File: src/rtl/align_shifter.sv
`default_nettype none
// ============================================================================
// Module   : align_shifter
// Brief    : Operand ordering and bit-serial mantissa alignment with G/R/S
//            generation for the single-precision adder front end.
// Revision : 1.0 - initial release
// ============================================================================
module align_shifter #(
  parameter int MAX_SHIFT = 26
) (
  input  logic        clk,
  input  logic        rst_n,
  input  logic        in_valid,
  output logic        in_ready,
  input  logic [7:0]  Ea,
  input  logic [23:0] Ma,
  input  logic [7:0]  Eb,
  input  logic [23:0] Mb,
  output logic        out_valid,
  input  logic        out_ready,
  output logic [7:0]  Er,
  output logic [23:0] M_large,
  output logic [23:0] M_small,
  output logic [2:0]  GRS,
  output logic        swap
);

  typedef enum logic [1:0] {
    S_IDLE  = 2'd0,
    S_SHIFT = 2'd1,
    S_DONE  = 2'd2
  } state_t;

  localparam logic [7:0] c_max_shift = 8'(MAX_SHIFT);

  state_t      r_state;
  state_t      w_state_nxt;
  logic [7:0]  r_er;
  logic [7:0]  r_cnt;
  logic [23:0] r_m_large;
  logic [23:0] r_m_small;
  logic [2:0]  r_grs;
  logic        r_swap;

  logic [7:0]  w_ea;
  logic [7:0]  w_eb;
  logic [7:0]  w_d;
  logic        w_swap;
  logic        w_accept;
  logic        w_absorb;
  logic [23:0] w_m_large;
  logic [23:0] w_m_small;

  // Denormals share the exponent of the smallest normal for ordering/distance.
  assign w_ea      = (Ea == 8'd0) ? 8'd1 : Ea;
  assign w_eb      = (Eb == 8'd0) ? 8'd1 : Eb;
  assign w_swap    = (w_eb > w_ea) || ((w_eb == w_ea) && (Mb > Ma));
  assign w_d       = w_swap ? (w_eb - w_ea) : (w_ea - w_eb);
  assign w_m_large = w_swap ? Mb : Ma;
  assign w_m_small = w_swap ? Ma : Mb;
  assign w_accept  = in_valid && (r_state == S_IDLE);
  assign w_absorb  = (w_d >= c_max_shift);

  assign in_ready  = rst_n && (r_state == S_IDLE);
  assign out_valid = (r_state == S_DONE);
  assign Er        = r_er;
  assign M_large   = r_m_large;
  assign M_small   = r_m_small;
  assign GRS       = r_grs;
  assign swap      = r_swap;

  always_ff @(posedge clk or negedge rst_n) begin
    if (!rst_n) begin
      r_state <= S_IDLE;
    end else begin
      r_state <= w_state_nxt;
    end
  end

  always_comb begin
    w_state_nxt = r_state;
    case (r_state)
      S_IDLE: begin
        if (w_accept) begin
          w_state_nxt = ((w_d == 8'd0) || w_absorb) ? S_DONE : S_SHIFT;
        end
      end
      S_SHIFT: begin
        if (r_cnt == 8'd1) begin
          w_state_nxt = S_DONE;
        end
      end
      S_DONE: begin
        if (out_ready) begin
          w_state_nxt = S_IDLE;
        end
      end
      default: w_state_nxt = S_IDLE;
    endcase
  end

  always_ff @(posedge clk or negedge rst_n) begin
    if (!rst_n) begin
      r_er      <= 8'd0;
      r_cnt     <= 8'd0;
      r_m_large <= 24'd0;
      r_m_small <= 24'd0;
      r_grs     <= 3'b000;
      r_swap    <= 1'b0;
    end else if (w_accept) begin
      r_er      <= w_swap ? Eb : Ea;
      r_cnt     <= w_d;
      r_m_large <= w_m_large;
      r_swap    <= w_swap;
      if (w_absorb) begin
        r_m_small <= 24'd0;
        r_grs     <= {2'b00, |w_m_small};
      end else begin
        r_m_small <= w_m_small;
        r_grs     <= 3'b000;
      end
    end else if (r_state == S_SHIFT) begin
      // Sticky accumulates whatever falls off the round position.
      r_grs     <= {r_m_small[0], r_grs[2], r_grs[1] | r_grs[0]};
      r_m_small <= r_m_small >> 1;
      r_cnt     <= r_cnt - 8'd1;
    end
  end

endmodule
`default_nettype wire

File: config.mk
export PLATFORM = sky130hd
export DESIGN_NAME = align_shifter
export DESIGN_NICKNAME = d
export VERILOG_FILES = /design/src/rtl/align_shifter.sv
export SDC_FILE = /design/constraint.sdc
export NUM_CORES = 1
export LEC_CHECK = 0
export CORE_ASPECT_RATIO = 0.9
export CORE_MARGIN = 4
export CORE_UTILIZATION = 50
export CTS_CLUSTER_DIAMETER = 120
export DETAILED_ROUTE_END_ITERATION = 8
export GPL_TIMING_DRIVEN = 1
export MAX_ROUTING_LAYER = met4
export PLACE_DENSITY = 0.82
export SLEW_MARGIN = 20
export SYNTH_ARGS = -nofsm -noshare
export SYNTH_HDL_FRONTEND = slang
export SYNTH_SLANG_ARGS = --single-unit
File: constraint.sdc
create_clock -name clk -period 2.3 [get_ports clk]
set_input_delay 0.46 -clock clk [delete_from_list [all_inputs] [get_ports clk]]
set_output_delay 0.46 -clock clk [all_outputs]
set_load 0.05 [all_outputs]
==> impl_metrics.ini, run 1 <==
[yosys]
synth_area_leader_cell = dfrtp_1
syn_inst = 600
synth_compound_area_frac = 0.2209
ys_ff_latch = 70
muxShareOfSynthArea = 0.09648
synth-xor-area-share = 0.01013
synth_top_family_by_area = compound AO/OA/AOI/OAI gates
ys.warnings.count = 0
ys.flop_type = dfrtp_1
synth_top_area_share = 0.3377
synth_edf_count = 0
yosys.area_share.adder = 0.1066
async_flop_share = 1.000
synth_area_leaders = dfrtp_1 34%, ha_1 9.9%, mux2i_1 9.6%
synth_simple_gate_area_frac = 0.1563
syn_area_um2 = 5187
syn_nets = 711
synth_cell_type_count = 60
synth_area_per_cell_um2 = 8.646
ys_seq_area_frac = 0.3377

[clock_network]
cts-root-buf = clkbuf_16
ctsHoldBuffers = 0
cts.sinks = 70
htree_levels = 3
cts_made_buffers = 9
cts_buffer_depth = 2

[outcome]
status = stopped before the end
error = [ERROR GRT-0232] Routing congestion too high. Check the congestion heatmap in the GUI.
stop_stage = global routing

[place]
hpwl_um = 13380
portBuffers = 129
place_congestion = 0.9685
dp.cells = 940

[floorplanning]
placementRows = 34
die_y_um = 104.6
start_util = 0.5234
ios = 130
die_x_um = 115.4

[sta]
grt-worst-endpoint = M_small[17]$_DFFE_PN0P_/D
worstEndpointType = register data pin

[global_route]
overflow = 651
grt_max_degree = 81
grtUsageTotal = 0.9633
==> through the flow <==
stage	instance area, µm²	setup WS [ns]	setup TNS, ns
after floorplan	5270	-1.180	-52.80
after global placement	7515	-1.748	-101.73
after detailed placement	7515	-1.883	-109.27
after CTS	9024	-1.176	-58.26
==> per-layer routing <==
metal,GRT overflow,GRT usage
met5,-,-
met4,151,0.9874
met3,16,0.8254
met2,470,1.141
met1,14,0.8830
==> cell usage after synthesis, types with 3 or more instances <==
master    instances
clkbuf_1         33
and2_1            4
buf_1             5
o211ai_1          8
buf_6             3
nand4_1          10
o22ai_1           8
nor2b_1           7
nor2_1           43
a211oi_1          3
ha_1             41
a21oi_1          47
xnor2_1           4
nand3_1           5
o21ai_0          29
mux2i_1          50
o21a_1            5
a21o_1            5
o21ai_1          26
dfrtp_1          70
inv_1            50
nor4_1           16
nor3_1            7
nand2_1          57
o22ai_2          17
or3_1             3
==> what timing repair did <==
action | 4_1_cts
buffers inserted | 36
cloned | 10
setup endpoints to repair | 67
pin swaps | 71
hold endpoints to repair | 0
gates resized for setup | 219
==> cell families after synthesis <==
group	after synthesis
DFF	70
xor gates and xnor gates	6
adders and majority gates	43
muxes	50
buffers and inverters	93
AOI/OAI and AO/OA	170
and+or+nand+nor	168
==> run 2: changes to the inputs <==
==> config.mk (replaced) <==
export PLATFORM = sky130hd
export DESIGN_NAME = align_shifter
export DESIGN_NICKNAME = d
export VERILOG_FILES = /design/src/rtl/align_shifter.sv
export SDC_FILE = /design/constraint.sdc
export NUM_CORES = 1
export LEC_CHECK = 0
export CORE_MARGIN = 4
export CORE_UTILIZATION = 35
export DETAILED_ROUTE_END_ITERATION = 8
export GPL_TIMING_DRIVEN = 1
export PLACE_DENSITY_LB_ADDON = 0.15
export SLEW_MARGIN = 20
export SYNTH_ARGS = -nofsm -noshare
export SYNTH_HDL_FRONTEND = slang
export SYNTH_SLANG_ARGS = --single-unit
==> impl_metrics.ini, run 2 <==
[final_layout]
area_growth_pct = 79.79
finalNonFillerCells = 1057
antenna_cells = 0
final_common_cell = buf_4
mostFrequentLayoutCells = 130 x buf_4, 95 x clkdlybuf4s50_1, 70 x dfrtp_1
nets = 979
layout-drive-gt1-share = 0.3940

[power]
switching_share = 0.4427
combPwrFrac = 0.566
power_frac_seq = 0.233
powerDensity_nw_per_um2 = 904.0
p_total_w = 0.008431
vdd_drop_max_mv = 0.7441
pwr-share-clk = 0.201
p_sw_w = 0.003733
internal_power_w = 0.004698
p_leak_nw = 4.268

[yosys]
synth_area_leaders = dfrtp_1 34%, ha_1 9.9%, mux2i_1 9.6%
syn_inst = 600
ys_seq_area_frac = 0.3377
synth_edf_count = 0
ys.flop_type = dfrtp_1
synth_area_leader_cell = dfrtp_1
synth_commonest_cells = 70 x dfrtp_1, 57 x nand2_1, 50 x inv_1, 50 x mux2i_1, 47 x a21oi_1
ys_ff_latch = 70
ys.warnings.count = 0
syn_nets = 711
synth_cell_type_count = 60
synth_area_per_cell_um2 = 8.646
syn_area_um2 = 5187
synth_top_area_share = 0.3377
yosysMostFrequentCell = dfrtp_1
async_flop_share = 1.000

[floorplanning]
die_y_um = 129.7
ios = 130
core_um2 = 14530
placementRows = 44
design.die.area_um2 = 16830
die_x_um = 129.7
start_util = 0.3569

[worst_setup_path]
crit_required_ns = 2.56
r2r_cells = 7
max_stage_delay_ns = 0.59
critPathKind = input port to flop
arrival_ns = 3.73
r2r_slack_ns = 0.16
r2r-end = r_state[1]
rr_startpoint = r_cnt[3]
critPathSlowestCell = or4_4
crit_chain = buf_8 -> nor4_4 -> a21o_1 -> inv_2 -> ha_4 -> nand4_1 -> or2_1 -> a2111oi_4 -> buf_4 -> o211a_4 -> nor2_4 -> o211ai_1 -> a21oi_4 -> or4_4 -> buf_12 -> o22ai_2
critPathBufInv = 4
crit_family = simple AND/OR/NAND/NOR gates
cp-end-kind = flop
crit_path_start_kind = input port
path_max_fanout = 8

[routing]
ant_nets = 0
route.detailed.drc = 0
num_vias = 5643
via_per_inst = 5.339
routed_wl_um = 20560
drt_pass1_iterations = 5
initialDrtViolationCount = 308
wl_per_cell_um = 19.45

[worst_hold_path]
hold_class = input port to asynchronous set/reset pin

[global_route]
grt_pass1_vias = 5899
grtUsageTotal = 0.2401
use_met3 = 0.04871
grt_use_met1 = 0.3046
overflow = 0
busiest_layer = met2
grt_max_degree = 81
antenna_found_initial = 0
met2_usage = 0.4052
grt_pass1_wl_um = 31290

[clock_network]
clk_pin_slew_ns = 0.06
ctsHoldBuffers = 0
cts.sinks = 70
cts_made_buffers = 9
cts_tree = yes
clkLatencyLatePin_ns = 0.35
cts_buffer_depth = 2
htree_levels = 3
cts-root-buf = clkbuf_16

[sta]
hold-worst-slack_ns = 0.3620
min_period_over_period = 1.508
timing.fmax_ghz = 0.2883
worst_pin_slew_ns = 0.9611
clock_skew_ns = 0.006634
slew_headroom = 0.3593
setup_ws_ns = -1.169
final_hold_viol_count = 0
setup_viol = 67
rsz0062_at_grt = true
layout_min_cycle_time_ns = 3.469
report.final.slew_viol_count = 0

[place]
dp.cells = 1001
portBuffers = 129
place_congestion = 0.9071
hpwl_um = 13520
pre_cts_slack_ns = -1.869

[outcome]
status = finished with violations
violations = setup timing

[job]
maxCapViolCount = 0
==> run 2: cell counts after synthesis <==
No cell type changed its count.
==> run 2: worst max path at each step <==
stage                     slack (ns)   from     endpoint  cells after the start
after floorplan                -1.18  Eb[4]  M_small[15]                     15
after global placement         -1.75  Eb[4]  M_small[10]                     15
after detailed placement       -1.87  Eb[4]  M_small[18]                     15
after CTS                      -1.21  Eb[6]   M_small[1]                     15
after global routing           -1.30  Eb[6]   M_small[3]                     17
final                          -1.17  Eb[6]  M_small[22]                     16
==> run 2: timing repair <==
item / in CTS / in global routing
gates cloned: 11 / 0
pin swaps: 60 / 42
buffers inserted: 27 / 13
endpoints found under the setup margin: 67 / 67
resized for setup: 222 / 72
==> run 2: cell families after synthesis <==
logic type	count (synthesis)	share of synthesized area
compound gates	170	0.2209
simple gates	168	0.1563
buf+inv	93	0.07188
flops	70	0.3377
mux	50	0.09648
fa+ha+maj	43	0.1066
xor+xnor	6	0.01013
==> run 2: per-layer routing <==
layer,part of all wire,wire length (µm),up-vias
li1,-,-,2688
met1,0.42,8704,2738
met2,0.50,10250,184
met3,0.056,1159,33
met4,0.022,444,0
met5,0,0,-
==> run 2: layout make-up <==
cell class                      count  area, µm²
Fill cell                        1197       5207
Clock inverter                      5      103.9
Timing Repair Buffer              299       2930
Multi-Input combinational cell    437       3866
Clock buffer                       11      252.7
Sequential cell                    70       1752
Tap cell                          184      230.2
Inverter                           51      191.4
==> run 2: power groups by stage <==
stage                     clock, W  combinational, W  sequential [W]
final                      0.00169           0.00477         0.00197
after global routing       0.00178           0.00503         0.00202
after CTS                  0.00172           0.00465         0.00197
after detailed placement         0           0.00407         0.00198
after global placement           0           0.00403         0.00197
after floorplan                  0           0.00134         0.00313
==> run 2: worst register-to-register path, delay by kind of cell (launching register included) <==
family,cells,cell delay [ns]
muxes,1,0.13
DFF,1,0.40
AOI/OAI and AO/OA,1,0.12
and+or+nand+nor,5,1.40
==> run 2: metrics by stage <==
stage                       util  setup TNS [ns]  cell area, µm²
after floorplan                -          -52.80            5270
after global placement    0.5236         -101.71            7610
after detailed placement  0.5236         -107.96            7610
after CTS                 0.6264          -60.65            9104
after global routing      0.6417          -67.34            9326
final                     0.6417          -58.51            9326
Note: power is estimated with default switching activity, not from simulation.
==> run 3: changes to the inputs <==
--- a/config.mk
+++ b/config.mk
@@ -10,7 +10,6 @@
 export DETAILED_ROUTE_END_ITERATION = 8
 export GPL_TIMING_DRIVEN = 1
 export PLACE_DENSITY_LB_ADDON = 0.15
-export SLEW_MARGIN = 20
 export SYNTH_ARGS = -nofsm -noshare
 export SYNTH_HDL_FRONTEND = slang
 export SYNTH_SLANG_ARGS = --single-unit
==> constraint.sdc (replaced) <==
create_clock -name clk -period 4.1 [get_ports clk]
set_input_delay 0.82 -clock clk [delete_from_list [all_inputs] [get_ports clk]]
set_output_delay 0.82 -clock clk [all_outputs]
set_load 0.05 [all_outputs]
==> impl_metrics.ini, run 3 (same netlist as run 2, synthesis figures left out) <==
[outcome]
status = finished, final reports clean

[final_layout]
seq_area_um2 = 1752
layout-drive-gt1-share = 0.2284
num-fill-cells = 1368
mostFrequentLayoutCells = 114 x buf_4, 113 x clkdlybuf4s50_1, 70 x dfrtp_1
area_growth_pct = 53.79
nets = 929
fin_area_um2 = 7978
final_common_cell = buf_4
antenna_cells = 0
fin_util = 0.5489
multi_input_area_um2 = 3176

[power]
p_leak_nw = 3.835
powerDensity_nw_per_um2 = 529.4
vdd_drop_max_mv = 0.3622

[clock_network]
cts.sinks = 70
cts_tree = yes
cts_made_buffers = 9
cts_buffer_depth = 2
htree_levels = 3
clkLatencyLatePin_ns = 0.35
cts-root-buf = clkbuf_16
clk_pin_slew_ns = 0.06

[place]
postPlaceCellArea_um2 = 7406
portBuffers = 129
hpwl_um = 13190
place_congestion = 0.9085

[worst_setup_path]
crit_family = simple AND/OR/NAND/NOR gates
max_stage_delay_ns = 0.63
critPathBufInv = 3
arrival_ns = 4.21
crit_path_start_kind = input port
crit_chain = clkdlybuf4s50_1 -> a21o_1 -> inv_2 -> ha_4 -> nand4_1 -> or2_1 -> a2111oi_4 -> o211ai_2 -> a221oi_2 -> nand4b_1 -> nand2_1 -> or4_4 -> buf_12 -> and3_4
critical_path_depth = 14
critPathSlowestCell = or4_4
critPathKind = input port to flop
crit_required_ns = 4.34
path_max_fanout = 7
r2r_cells = 4
cp-end-kind = flop

[global_route]
overflow = 0
grt_max_degree = 81
antenna_found_initial = 0
grtUsageTotal = 0.2071
grt_pass1_vias = 5193
grt_pass1_wl_um = 27150

[worst_hold_path]
hold_class = flop to flop
hold_depth = 2

[routing]
via_per_inst = 5.173
ant_nets = 0
route.detailed.drc = 0
wl_per_cell_um = 17.09
initialDrtViolationCount = 209
num_vias = 5209
routed_wl_um = 17210
drt_pass1_iterations = 5

[sta]
min_period_over_period = 0.9699
layout_min_cycle_time_ns = 3.977
slew_headroom = 0.3714
worst_pin_slew_ns = 0.9430
rsz0062_at_grt = false
setup_viol = 0
clock_skew_ns = 0.008056
final_hold_viol_count = 0
setup-tns-final_ns = 0
timing.fmax_ghz = 0.2515
report.final.slew_viol_count = 0

[floorplanning]
placementRows = 44
ios = 130
die_x_um = 129.7
design.die.area_um2 = 16830
core_um2 = 14530
die_y_um = 129.7
start_util = 0.3569

[job]
maxCapViolCount = 0
## run 3: cell count changes in the layout (fill, tap and decap cells not counted), moves of 7 or more
cell and change:
a21oi_4 -15, buf_4 -16, clkdlybuf4s50_1 +18, dlygate4sd2_1 -17, nor2_1 +29, a21oi_2 -15
o21ai_2 -7, dlymetal6s2s_1 +9, buf_12 -14, o21ai_0 +12, a21oi_1 +30, nor2_4 -28
buf_6 -14
## run 3: routing by layer
metal / GRT usage / vias to the layer above / share of wire
met5: 0 / - / 0
met4: 0.07152 / 0 / 0.023
met3: 0.04257 / 33 / 0.053
met2: 0.3227 / 143 / 0.46
met1: 0.2874 / 2456 / 0.47
li1: - / 2577 / -
## run 3: repair_timing
item / CTS / global route
gates cloned: 2 / 1
setup endpoints to repair: 27 / 26
hold buffers: 0 / 0
resized for setup: 23 / 32
pin swaps: 12 / 14
setup buffers: 3 / 3
## run 3: final cells by class
cell class | instances | area share
repair buffers | 249 | 0.2891
well taps | 184 | 0.02886
multi-input cells | 437 | 0.3981
clock inverters | 7 | 0.01223
flip-flops and latches | 70 | 0.2196
inverters | 51 | 0.02400
clock buffers | 9 | 0.02823
## run 3: through the flow
stage / hold WS, ns / setup WS (ns) / total power (W) / instances
6_report: 0.4781 / 0.1234 / 0.004223 / 1007
5_1_grt: 0.5029 / 0.007759 / 0.004474 / 1007
4_1_cts: 0.4870 / 0.001281 / 0.004246 / 1003
3_5_place_dp: 0.4722 / -0.6543 / 0.003329 / 982
3_3_place_gp: 0.4632 / -0.5006 / 0.003302 / 982
2_1_floorplan: 0.5244 / 0.03900 / 0.002494 / 600
## run 3: report_power, final
group / total, W / internal, W / switching (W)
logic: 0.00225 / 0.000851 / 0.00140
clock network: 0.000870 / 0.000535 / 0.000335
registers: 0.00110 / 0.000932 / 0.000168
total: 0.00422 / 0.00232 / 0.00191
## run 3: worst paths after layout
check | startpoint | endpoint | slack [ns]
setup / recovery | Eb[0] | GRS[0] | 0.12
hold reg to reg | M_large[10] | M_large[10] | 0.48
setup reg to reg | r_state[0] | M_small[7] | 2.10
hold / removal | M_large[10] | M_large[10] | 0.48
max in group asynchronous | rst_n | Er[5] | 2.77
min in group asynchronous | rst_n | r_cnt[2] | 0.69
## run 3: worst min-delay path: cells and delay by family, from the launching register on
| kind | cells | cell delay (ns) |
|---|---|---|
| flip-flops | 1 | 0.34 |
| AND/OR/NAND/NOR | 1 | 0.05 |
| AO/OA/AOI/OAI | 1 | 0.06 |
